## src/rtl/data_mem_mover.sv

```systemverilog
// Block-transfer initiator for the 1024 x 16 data memory: copy, pattern fill and
// 16-bit checksum over a contiguous, wrapping address range.
//
// state | meaning
// IDLE  | waiting for start; memory pins idle
// RD    | read cycle at src+i; copy captures into hold, checksum accumulates
// WR    | write cycle at dst+i; data is hold (copy) or pattern (fill)
// FIN   | one-cycle done pulse; checksum publishes acc into sum on exit
module data_mem_mover (
    input  logic        clk,
    input  logic        rst_n,
    input  logic        start,
    input  logic [1:0]  mode,
    input  logic [9:0]  src_adr,
    input  logic [9:0]  dst_adr,
    input  logic [10:0] len,
    input  logic [15:0] pattern,
    output logic        busy,
    output logic        done,
    output logic [15:0] sum,
    output logic [9:0]  Adr,
    output logic        MemRead,
    output logic        MemWrite,
    output logic [15:0] WData,
    input  logic [15:0] Data
);

    typedef enum logic [1:0] {S_IDLE, S_RD, S_WR, S_FIN} state_t;

    localparam logic [1:0] M_COPY = 2'b00;
    localparam logic [1:0] M_FILL = 2'b01;
    localparam logic [1:0] M_CSUM = 2'b10;
    localparam logic [1:0] M_RSVD = 2'b11;

    state_t      r_state, w_state;
    logic [1:0]  r_mode, w_mode;
    logic [9:0]  r_src, w_src;
    logic [9:0]  r_dst, w_dst;
    logic [10:0] r_len, w_len;
    logic [15:0] r_pat, w_pat;
    logic [10:0] r_idx, w_idx;
    logic [15:0] r_hold, w_hold;
    logic [15:0] r_acc, w_acc;
    logic [15:0] r_sum, w_sum;
    logic [9:0]  r_adr, w_adr;
    logic        r_rd, w_rd;
    logic        r_wr, w_wr;
    logic [15:0] r_wdata, w_wdata;
    logic [10:0] w_len_clamp;
    logic [10:0] w_idx_inc;
    logic        w_last;

    assign w_len_clamp = (len > 11'd1024) ? 11'd1024 : len;
    assign w_idx_inc   = r_idx + 11'd1;
    assign w_last      = (w_idx_inc == r_len);

    always_comb begin
        w_state = r_state;
        w_mode  = r_mode;
        w_src   = r_src;
        w_dst   = r_dst;
        w_len   = r_len;
        w_pat   = r_pat;
        w_idx   = r_idx;
        w_hold  = r_hold;
        w_acc   = r_acc;
        w_sum   = r_sum;
        case (r_state)
            S_IDLE: begin
                if (start) begin
                    w_mode = mode;
                    w_src  = src_adr;
                    w_dst  = dst_adr;
                    w_len  = w_len_clamp;
                    w_pat  = pattern;
                    w_idx  = 11'd0;
                    if (mode == M_CSUM)
                        w_acc = 16'd0;
                    if (w_len_clamp == 11'd0 || mode == M_RSVD)
                        w_state = S_FIN;
                    else if (mode == M_FILL)
                        w_state = S_WR;
                    else
                        w_state = S_RD;
                end
            end
            S_RD: begin
                if (r_mode == M_CSUM) begin
                    w_acc = r_acc + Data;
                    w_idx = w_idx_inc;
                    if (w_last)
                        w_state = S_FIN;
                end else begin
                    w_hold  = Data;
                    w_state = S_WR;
                end
            end
            S_WR: begin
                w_idx = w_idx_inc;
                if (w_last)
                    w_state = S_FIN;
                else if (r_mode == M_COPY)
                    w_state = S_RD;
            end
            S_FIN: begin
                if (r_mode == M_CSUM)
                    w_sum = r_acc;
                w_state = S_IDLE;
            end
            default: w_state = S_IDLE;
        endcase
    end

    // Pin values are computed for the upcoming state so they come straight off flops.
    always_comb begin
        w_adr   = 10'd0;
        w_rd    = 1'b0;
        w_wr    = 1'b0;
        w_wdata = 16'd0;
        if (w_state == S_RD) begin
            w_adr = w_src + w_idx[9:0];
            w_rd  = 1'b1;
        end else if (w_state == S_WR) begin
            w_adr   = w_dst + w_idx[9:0];
            w_wr    = 1'b1;
            w_wdata = (w_mode == M_FILL) ? w_pat : w_hold;
        end
    end

    always_ff @(posedge clk or negedge rst_n) begin
        if (!rst_n) begin
            r_state <= S_IDLE;
            r_mode  <= M_COPY;
            r_src   <= 10'd0;
            r_dst   <= 10'd0;
            r_len   <= 11'd0;
            r_pat   <= 16'd0;
            r_idx   <= 11'd0;
            r_hold  <= 16'd0;
            r_acc   <= 16'd0;
            r_sum   <= 16'd0;
            r_adr   <= 10'd0;
            r_rd    <= 1'b0;
            r_wr    <= 1'b0;
            r_wdata <= 16'd0;
        end else begin
            r_state <= w_state;
            r_mode  <= w_mode;
            r_src   <= w_src;
            r_dst   <= w_dst;
            r_len   <= w_len;
            r_pat   <= w_pat;
            r_idx   <= w_idx;
            r_hold  <= w_hold;
            r_acc   <= w_acc;
            r_sum   <= w_sum;
            r_adr   <= w_adr;
            r_rd    <= w_rd;
            r_wr    <= w_wr;
            r_wdata <= w_wdata;
        end
    end

    assign busy     = (r_state == S_RD) || (r_state == S_WR);
    assign done     = (r_state == S_FIN);
    assign sum      = r_sum;
    assign Adr      = r_adr;
    assign MemRead  = r_rd;
    assign MemWrite = r_wr;
    assign WData    = r_wdata;

endmodule
```

## config.mk

```make
export PLATFORM = sky130hd
export DESIGN_NAME = data_mem_mover
export DESIGN_NICKNAME = d
export VERILOG_FILES = /design/src/rtl/data_mem_mover.sv
export SDC_FILE = /design/constraint.sdc
export NUM_CORES = 1
export LEC_CHECK = 0
export BUFFER_PORTS_ARGS = -buffer_cell sky130_fd_sc_hd__clkbuf_2
export CAP_MARGIN = 20
export CORE_ASPECT_RATIO = 1.5
export CORE_MARGIN = 2
export CORE_UTILIZATION = 55
export CTS_BUF_LIST = sky130_fd_sc_hd__clkbuf_4 sky130_fd_sc_hd__clkbuf_8
export DETAILED_ROUTE_END_ITERATION = 10
export MAX_ROUTING_LAYER = met4
export PLACE_DENSITY = 0.86
export SLEW_MARGIN = 20
export SYNTH_ARGS = -nofsm -noshare
export SYNTH_HDL_FRONTEND = slang
export SYNTH_SLANG_ARGS = --single-unit
```

## constraint.sdc

```tcl
create_clock -name clk -period 6.8 [get_ports clk]
set_input_delay 1.7 -clock clk [delete_from_list [all_inputs] [get_ports clk]]
set_output_delay 1.7 -clock clk [all_outputs]
set_load 0.02 [all_outputs]
```

Yosys cells after proc, flatten, opt, wreduce, memory -nomap -nowiden:

Index checks and enable logic that the tools add are counted.

* register bits: 138
* input bits: 68
* output and inout bits: 46
* word-level logic and storage cells: 79

* $add $sub $neg: 4
* $lt $le $gt $ge: 1
* equality and inequality tests: 14
* mux-type cells: 34
* reduce and logical (&&, ||, !) cells: 11

Operator list (number)
* $mux W16: 10
* $mux W10: 6
* $mux W11: 3
* $pmux W11 S3: 1
* $pmux W16 S2: 1
* $add A10 B10 Y10: 2
* $mux W2: 9
* $add A16 B16 Y16: 1
* $eq A2 B2 Y1 const B: 6
* $add A11 B1 Y11 const B: 1
* $eq A11 B11 Y1: 1
* $gt A11 B11 Y1 const B: 1
* $logic_not A11 Y1: 1
* $eq A2 B1 Y1 const B: 4
* $pmux W2 S4: 1
* $ne A2 B2 Y1 const B: 3
* $logic_not A2 Y1: 2
* $reduce_and A2 Y1: 2
* $reduce_and A4 Y1: 1
* $mux W1: 3
* $reduce_and A3 Y1: 1
* $reduce_bool A3 Y1: 1
* $logic_or A1 B1 Y1: 2
* $reduce_bool A2 Y1: 1

Longest topological paths before layout:

Gate-level depths: netlist (run 1).

* word-level depth: 10
* mapped depth: 20
* mapped depth without buffers: 18

Least setup slack after synthesis (run 1):

Ideal clock, no wire load.

* path type: input to register
* start: in start
* end: reg r_adr[8], in the netlist Adr[8]
* library setup time: 0.121 ns
* arrival time: 4.917 ns
* data required time: 6.679 ns
* setup slack: 1.762 ns
* stages: 14
* buffers on the path: 3
* cells stage by stage: nand2_1 > clkbuf_1 > clkbuf_1 > buf_1 > mux2_2 > ha_1 > fa_1 > a21o_1 > a21o_1 > a21o_1 > a21oi_1 > o21ai_0 > xor2_1 > o2bb2ai_2

* elaborated cells between the ends (all ways): 14
* those cells by class: add/sub: 2; eq/ne: 2; mux: 10

RTL lines
* start: declaration: line 12 `input logic start,`
* $mux W10: line 70 `if (start) begin`
* $mux W10: line 68 `case (r_state)`
* named net w_src[0]: line 37 `logic [9:0] r_src, w_src;`
* $add A10 B10 Y10: line 121 `w_adr = w_src + w_idx[9:0];`
* $mux W10: line 120 `if (w_state == S_RD) begin`
* named net w_adr[8]: line 45 `logic [9:0] r_adr, w_adr;`
* end signal: assignment: line 157 `r_adr <= w_adr;`
* end: declaration: line 45

The timed path passes the listed nets, and every way through them passes these cells. The select of a mux whose other input is x is not followed.
A chain may end at the register's enable or synchronous reset.

Worst setup path in the final report (run 1):

* start: in start
* end: reg r_adr[9], in the netlist Adr[9]

* word-level cells in the longest chain between the ends: 5
* elaborated cells between the ends (all ways): 14
* those cells by class: add/sub: 2; eq/ne: 2; mux: 10

Ends and longest elaborated chain
* $mux W11 *: line 70
* $pmux W11 S3 *: line 68
* named net w_idx[1]: line 41 `logic [10:0] r_idx, w_idx;`
* $add A10 B10 Y10: line 124 `w_adr = w_dst + w_idx[9:0];`
* $mux W10: line 123 `end else if (w_state == S_WR) begin`
* $mux W10 *: line 120
* named net w_adr[9]: line 45

The timed path passes the listed nets; every way through them passes the cells marked *. The select of a mux whose other input is x is not followed.

==> impl_metrics.csv, run 1 <==
group,metric,value,unit
critical_path,cp.arrival,4.94,ns
global_routing,grt_use_total,25.6,%
floorplanning,core-area,0.0130,mm²
floorplanning,die_w,98.0,µm
worst_hold_path,hp-class,"reg -> reg",
yosys,synth_nets,756,
timing,max_freq,0.216,GHz
yosys,synth_edf_count,0,
detailed_routing,drcViolationCount,0,
cells_and_area,layout_common_cells,"138 x dfrtp_1, 112 x clkbuf_2, 69 x mux2_2",
critical_path,path_max_fanout,11,
placement,place_area,0.00793,mm²
detailed_routing,dr_total_vias,5476,
floorplanning,die_area,0.0142,mm²
detailed_routing,first_pass_iters,5,
yosys,synth_flop_cell,"dfrtp_1",
timing,finalSetupViolCount,0,
clock_network,cts.sinks,138,
detailed_routing,routedWlPerCell,18.5,µm
timing,finalCriticalPeriod,4.62,ns
global_routing,grt_pass1_wl,28300,µm
timing,fin_crit_sh,67.9,%
critical_path,worstSetupPathType,"in -> reg",
outcome,status,"complete, no violations",
timing,hold_viol,0,
floorplanning,start_util,56.2,%
worst_hold_path,hold_depth,1,
detailed_routing,routed_via_density,5.91,
critical_path,max_stage_delay,0.41,ns
power,power_density,183,mW/mm²
cells_and_area,design_area,0.00829,mm²
timing,finalClockSkew,0.0128,ns
power,p_leak,4.29,nW
floorplanning,rows,51,
detailed_routing,drtAntennaViolNets,0,
timing,rsz0062_at_grt,"false",
critical_path,slowest_stage,"or2_2",
clock_network,cts_buffer_depth,2,
global_routing,grt_pass1_vias,5852,
yosys,yosys_warnings,0,
global_routing,antenna_found_initial,0,
cells_and_area,syn2layout_area_growth,13.9,%
placement,portBuffers,113,
timing,slew_viol_final,0,
clock_network,cts_tree,"done",
yosys,synth_area,0.00728,mm²
critical_path,crit_chain,"clkbuf_2 > nand2b_1 > o21ai_0 > or2_2 > a22oi_1 > inv_1 > ha_1 > a21o_1 > a21oi_1 > o21bai_1 > a21oi_1 > o21bai_1 > a221oi_1 > xor2_1 > o2bb2ai_1",
yosys,ys_ff_latch,138,
clock_network,clockRootBuffer,"clkbuf_8",
clock_network,ctsHoldBuffers,0,
yosys,netlist-cell-type-count,61,
critical_path,crit_family,"compound AO/OA/AOI/OAI gates",
detailed_routing,drt_wl_total,17100,µm
critical_path,critical_path_required,7.12,ns
yosys,synthCells,647,
critical_path,cp_num_cells,15,
floorplanning,io-pin-count,114,
yosys,seq_area_frac_synth,47.4,%
power,ir_worst_vdd,0.155,mV
cells_and_area,final_common_cell,"dfrtp_1",
detailed_routing,initialDrtViolationCount,241,
cells_and_area,utilization,64.0,%
critical_path,worst-r2r-setup-slack,2.47,ns
timing,slew-limit-headroom,30.9,%
clock_network,post_cts_buffers,0,
floorplanning,die_y,145,µm
clock_network,cts_max_level,4,
yosys,synth.avg_cell_area,11.3,µm²
run,cap_viol_max_count,0,
cells_and_area,layout-drive-gt1-share,32.7,%
critical_path,critPathLaunchType,"input port",
global_routing,grt.overflow.total,0,
timing,tightest_slew,1.02,ns
placement,hpwlAfterDp,12800,µm
critical_path,ff2ff_path_depth,16,
clock_network,path_clk_slew,0.08,ns
clock_network,cts_made_buffers,17,
global_routing,grt_max_degree,75,
yosys,async_flop_share,100,%
clock_network,post_cts_resized,0,
clock_network,clk_latency,0.44,ns
timing,setup_tns,0,ns
placement,gp_congestion,0.932,
cells_and_area,layout.nets,864,
critical_path,cp-end-kind,"flip-flop",
cells_and_area,antennaDiodeCount,0,
critical_path,path_buf_inv,2,
## logic make-up after synthesis
| logic type | after synthesis | synth area share [%] |
|---|---|---|
| compound gates | 154 | 15.4 |
| simple gates | 149 | 9.93 |
| buf+inv | 46 | 3.13 |
| xor+xnor | 47 | 5.65 |
| mux | 72 | 11.1 |
| flops | 138 | 47.4 |
| fa+ha+maj | 41 | 7.35 |
## report_power, final
part	switching, mW	internal, mW
Clock	0.354	0.265
Combinational	0.0440	0.0301
Sequential	0.00129	0.825
Total	0.399	1.12
## registers in the layout, indices dropped and copies added (netlist names)
signal and cells:
WData 16, r_acc 16, r_hold 16, r_pat 16, sum 16, r_idx 11
r_len 11, Adr 10, r_dst 10, r_src 10, r_mode 2, r_state 2
MemRead 1, MemWrite 1
## layer usage
| metal | wire [µm] | GRT usage (%) | up-vias |
|---|---|---|---|
| met5 | 0 | - | - |
| met2 | 9340 | 45.4 | 190 |
| li1 | - | - | 2533 |
| met4 | 605 | 11.0 | 0 |
| met1 | 6370 | 27.7 | 2704 |
| met3 | 826 | 4.72 | 49 |
## cell usage after synthesis (2+ instances only)
library cell,number,area share [%]
nand2_1,60,3.1
and3_1,4,0.34
o41ai_1,3,0.36
mux2i_1,3,0.41
o211ai_1,2,0.21
nor4_1,2,0.17
ha_1,38,6.5
a21oi_2,16,1.9
o31ai_1,9,0.93
nor2b_1,3,0.26
a21oi_1,26,1.8
o21ai_0,33,2.3
o2bb2ai_2,3,0.62
nor3_1,5,0.34
buf_1,3,0.15
nand3_1,28,1.9
inv_1,18,0.93
clkbuf_1,16,0.82
nand2b_1,11,0.95
buf_2,2,0.14
o21a_1,4,0.41
nor3b_1,3,0.31
dfrtp_1,138,47
mux2_2,69,11
a31oi_1,4,0.34
buf_6,7,1.1
a22o_1,7,0.84
xor2_1,22,2.6
fa_1,3,0.82
xnor2_1,25,3.0
nor2_1,21,1.1
a21o_1,18,1.9
o21bai_1,7,0.72
o2bb2ai_1,7,0.84
## worst paths after layout
kind,startpoint,end
worst max-delay path,start,Adr[9]
min in group asynchronous,rst_n,r_pat[8]
worst min-delay path,r_dst[8],r_dst[8]
max in group asynchronous,rst_n,r_acc[15]
worst max register to register,r_state[1],Adr[9]
worst min register to register,r_dst[8],r_dst[8]
## through the flow
stage                     instances  hold WS (ns)  setup slack, ns  power (mW)
after global placement          895         0.477             2.07       0.915
after detailed placement        895         0.482             1.85       0.918
after CTS                       927         0.503             2.31        1.54
final                           927         0.501             2.18        1.52
after floorplan                 647         0.469             1.76       0.869
after global routing            927         0.513             2.03        1.58
## cell type report
type	instances	area, µm²
repair buffers	117	602
well taps	159	199
inverters	18	67.6
clock inverters	15	134
flip-flops and latches	138	3450
multi-input cells	463	3600
clock buffers	17	234
fillers	1027	4660
No activity file was read; power rests on OpenSTA's default activity.
==> inputs of run 2 (changes only) <==
==> constraint.sdc (replaced) <==
create_clock -name clk -period 4.5 [get_ports clk]
set_input_delay 1.125 -clock clk [delete_from_list [all_inputs] [get_ports clk]]
set_output_delay 1.125 -clock clk [all_outputs]
set_load 0.02 [all_outputs]
==> run 2 against run 1 <==
- clock power is 56% higher
- total power is 53% higher
- non-clock buffer count is 6 higher
- cell area is 0.66% higher
- die area stayed put
- combinational power is 51% higher
- global-route usage is 0.61 points lower
- flip-flop and latch count stayed put
- cell count is 0.65% higher
- utilization is 0.42 points higher
- register-to-register slack worse by 1.9 ns
- worst setup slack worse by 1.7 ns
==> impl_metrics.csv, run 2 (synthesis results as in run 1) <==
group,metric,value,unit
clock_network,post_cts_buffers,0,
detailed_routing,initialDrtViolationCount,307,
detailed_routing,drt_wl_total,16900,µm
detailed_routing,wl_met1,6380,µm
critical_path,cp.arrival,4.28,ns
outcome,status,"complete, no violations",
timing,tightest_slew,1.13,ns
clock_network,cts_max_level,4,
clock_network,cts_buffer_depth,2,
global_routing,grt_max_degree,104,
power,swShare,24.2,%
cells_and_area,stdcell_count,933,
timing,finalSetupViolCount,0,
critical_path,path_buf_inv,3,
run,cap_viol_max_count,0,
clock_network,post_cts_resized,0,
cells_and_area,antennaDiodeCount,0,
floorplanning,core-area,0.0130,mm²
critical_path,critical_path_required,4.81,ns
floorplanning,die_w,98.0,µm
clock_network,path_clk_slew,0.08,ns
critical_path,cp_num_cells,16,
detailed_routing,first_pass_iters,6,
timing,setup_tns,0,ns
cells_and_area,syn2layout_area_growth,14.6,%
critical_path,slowest_stage,"dfrtp_1",
timing,finalCriticalPeriod,3.98,ns
power,power_frac_seq,53.7,%
power,power_frac_comb,4.8,%
global_routing,grt_use_total,25.0,%
worst_hold_path,hp-class,"reg -> reg",
floorplanning,start_util,56.2,%
power,p_int,1.76,mW
critical_path,critPathLaunchType,"flip-flop",
detailed_routing,routed_via_density,5.83,
detailed_routing,drcViolationCount,0,
clock_network,cts.sinks,138,
critical_path,ff2ff_path_depth,16,
clock_network,clockRootBuffer,"clkbuf_8",
critical_path,crit_family,"compound AO/OA/AOI/OAI gates",
power,clkPwrFrac,41.5,%
global_routing,antenna_found_initial,0,
global_routing,grt.overflow.total,0,
timing,finalClockSkew,0.0121,ns
global_routing,grt_pass1_wl,27700,µm
critical_path,cp-end-kind,"flip-flop",
floorplanning,rows,51,
cells_and_area,layout-drive-gt1-share,33.2,%
detailed_routing,top_layer,"met4",
clock_network,cts_made_buffers,17,
detailed_routing,dr_total_vias,5443,
floorplanning,io-pin-count,114,
placement,portBuffers,113,
placement,hpwlAfterDp,12700,µm
cells_and_area,layout.nets,870,
worst_hold_path,hold_depth,1,
critical_path,worstSetupPathType,"reg -> reg",
floorplanning,die_area,0.0142,mm²
critical_path,max_stage_delay,0.46,ns
critical_path,crit_chain,"inv_1 > ha_1 > inv_1 > o21ai_0 > or2_2 > a22oi_1 > inv_1 > ha_1 > a21o_1 > a21oi_1 > o21bai_1 > a21oi_1 > o21bai_1 > a221oi_1 > xor2_1 > o2bb2ai_1",
critical_path,crit_path_frequent_cell,"inv_1",
detailed_routing,drtAntennaViolNets,0,
cells_and_area,layout_common_cells,"138 x dfrtp_1, 112 x clkbuf_2, 69 x mux2_2",
clock_network,ctsHoldBuffers,0,
power,power.switching,0.564,mW
timing,slew_viol_final,0,
timing,rsz0062_at_grt,"false",
clock_network,cts_tree,"done",
placement,gp_congestion,0.891,
floorplanning,die_y,145,µm
power,power_density,279,mW/mm²
detailed_routing,wl_met2,9140,µm
detailed_routing,met3WireLength,799,µm
detailed_routing,routedWlPerCell,18.1,µm
power,power,2.33,mW
placement,dp.cells,901,
timing,fin_crit_sh,88.4,%
power,p_leak,4.33,nW
timing,max_freq,0.251,GHz
timing,hold_viol,0,
timing,slew-limit-headroom,23.5,%
cells_and_area,final_common_cell,"dfrtp_1",
clock_network,clk_latency,0.43,ns
critical_path,path_max_fanout,8,
global_routing,grt_pass1_vias,5702,
power,ir_worst_vdd,0.207,mV
run 2: changes by cell type in the layout (fill, tap and decap cells not counted), sizes merged:
| cell | delta |
|---|---|
| clkinv | +1 |
| clkbuf | +2 |
| buf | +6 |
| bufinv | +1 |
| clkinvlp | -1 |
| inv | -3 |
run 2: final timing paths:
| kind | start | endpoint | slack [ns] |
|---|---|---|---|
| worst max-delay path | r_state[1] | Adr[9] | 0.52 |
| worst min-delay path | r_hold[4] | r_hold[4] | 0.50 |
| worst max register to register | r_state[1] | Adr[9] | 0.52 |
| worst min register to register | r_hold[4] | r_hold[4] | 0.50 |
| max in group asynchronous | rst_n | sum[10] | 2.86 |
| min in group asynchronous | rst_n | WData[11] | 0.80 |
run 2: area by class of cell:
cell class | count | area, µm²
fill | 1020 | 4610
multi-input combinational | 463 | 3600
sequential | 138 | 3450
timing repair buffer | 123 | 647
clock buffer | 19 | 262
tap | 159 | 199
clock inverter | 13 | 116
inverter | 18 | 67.6
run 2: per-stage QoR:
step                      worst slack [ns]  hold slack, ns  util, %  instance area [µm²]
final                                0.523           0.500     64.4                 8350
after CTS                            0.579           0.503     64.4                 8350
after detailed placement             0.288           0.485     61.5                 7970
after global routing                 0.310           0.513     64.4                 8350
after floorplan                     0.0369           0.469        -                 7280
after global placement               0.460           0.477     61.5                 7970
run 2: layer usage:
layer  GRT usage, %  up-vias
li1               -     2533
met1           27.7     2687
met2           44.0      177
met3           4.14       46
met4           10.6        0
met5              -        -
run 2: power by group through the flow:
stage	sequential, mW	combinational [mW]	clock (mW)
floorplan	1.27	0.0405	0
global placement	1.27	0.110	0
detailed placement	1.27	0.114	0
CTS	1.25	0.114	0.985
global route	1.25	0.125	1.04
finish	1.25	0.112	0.966
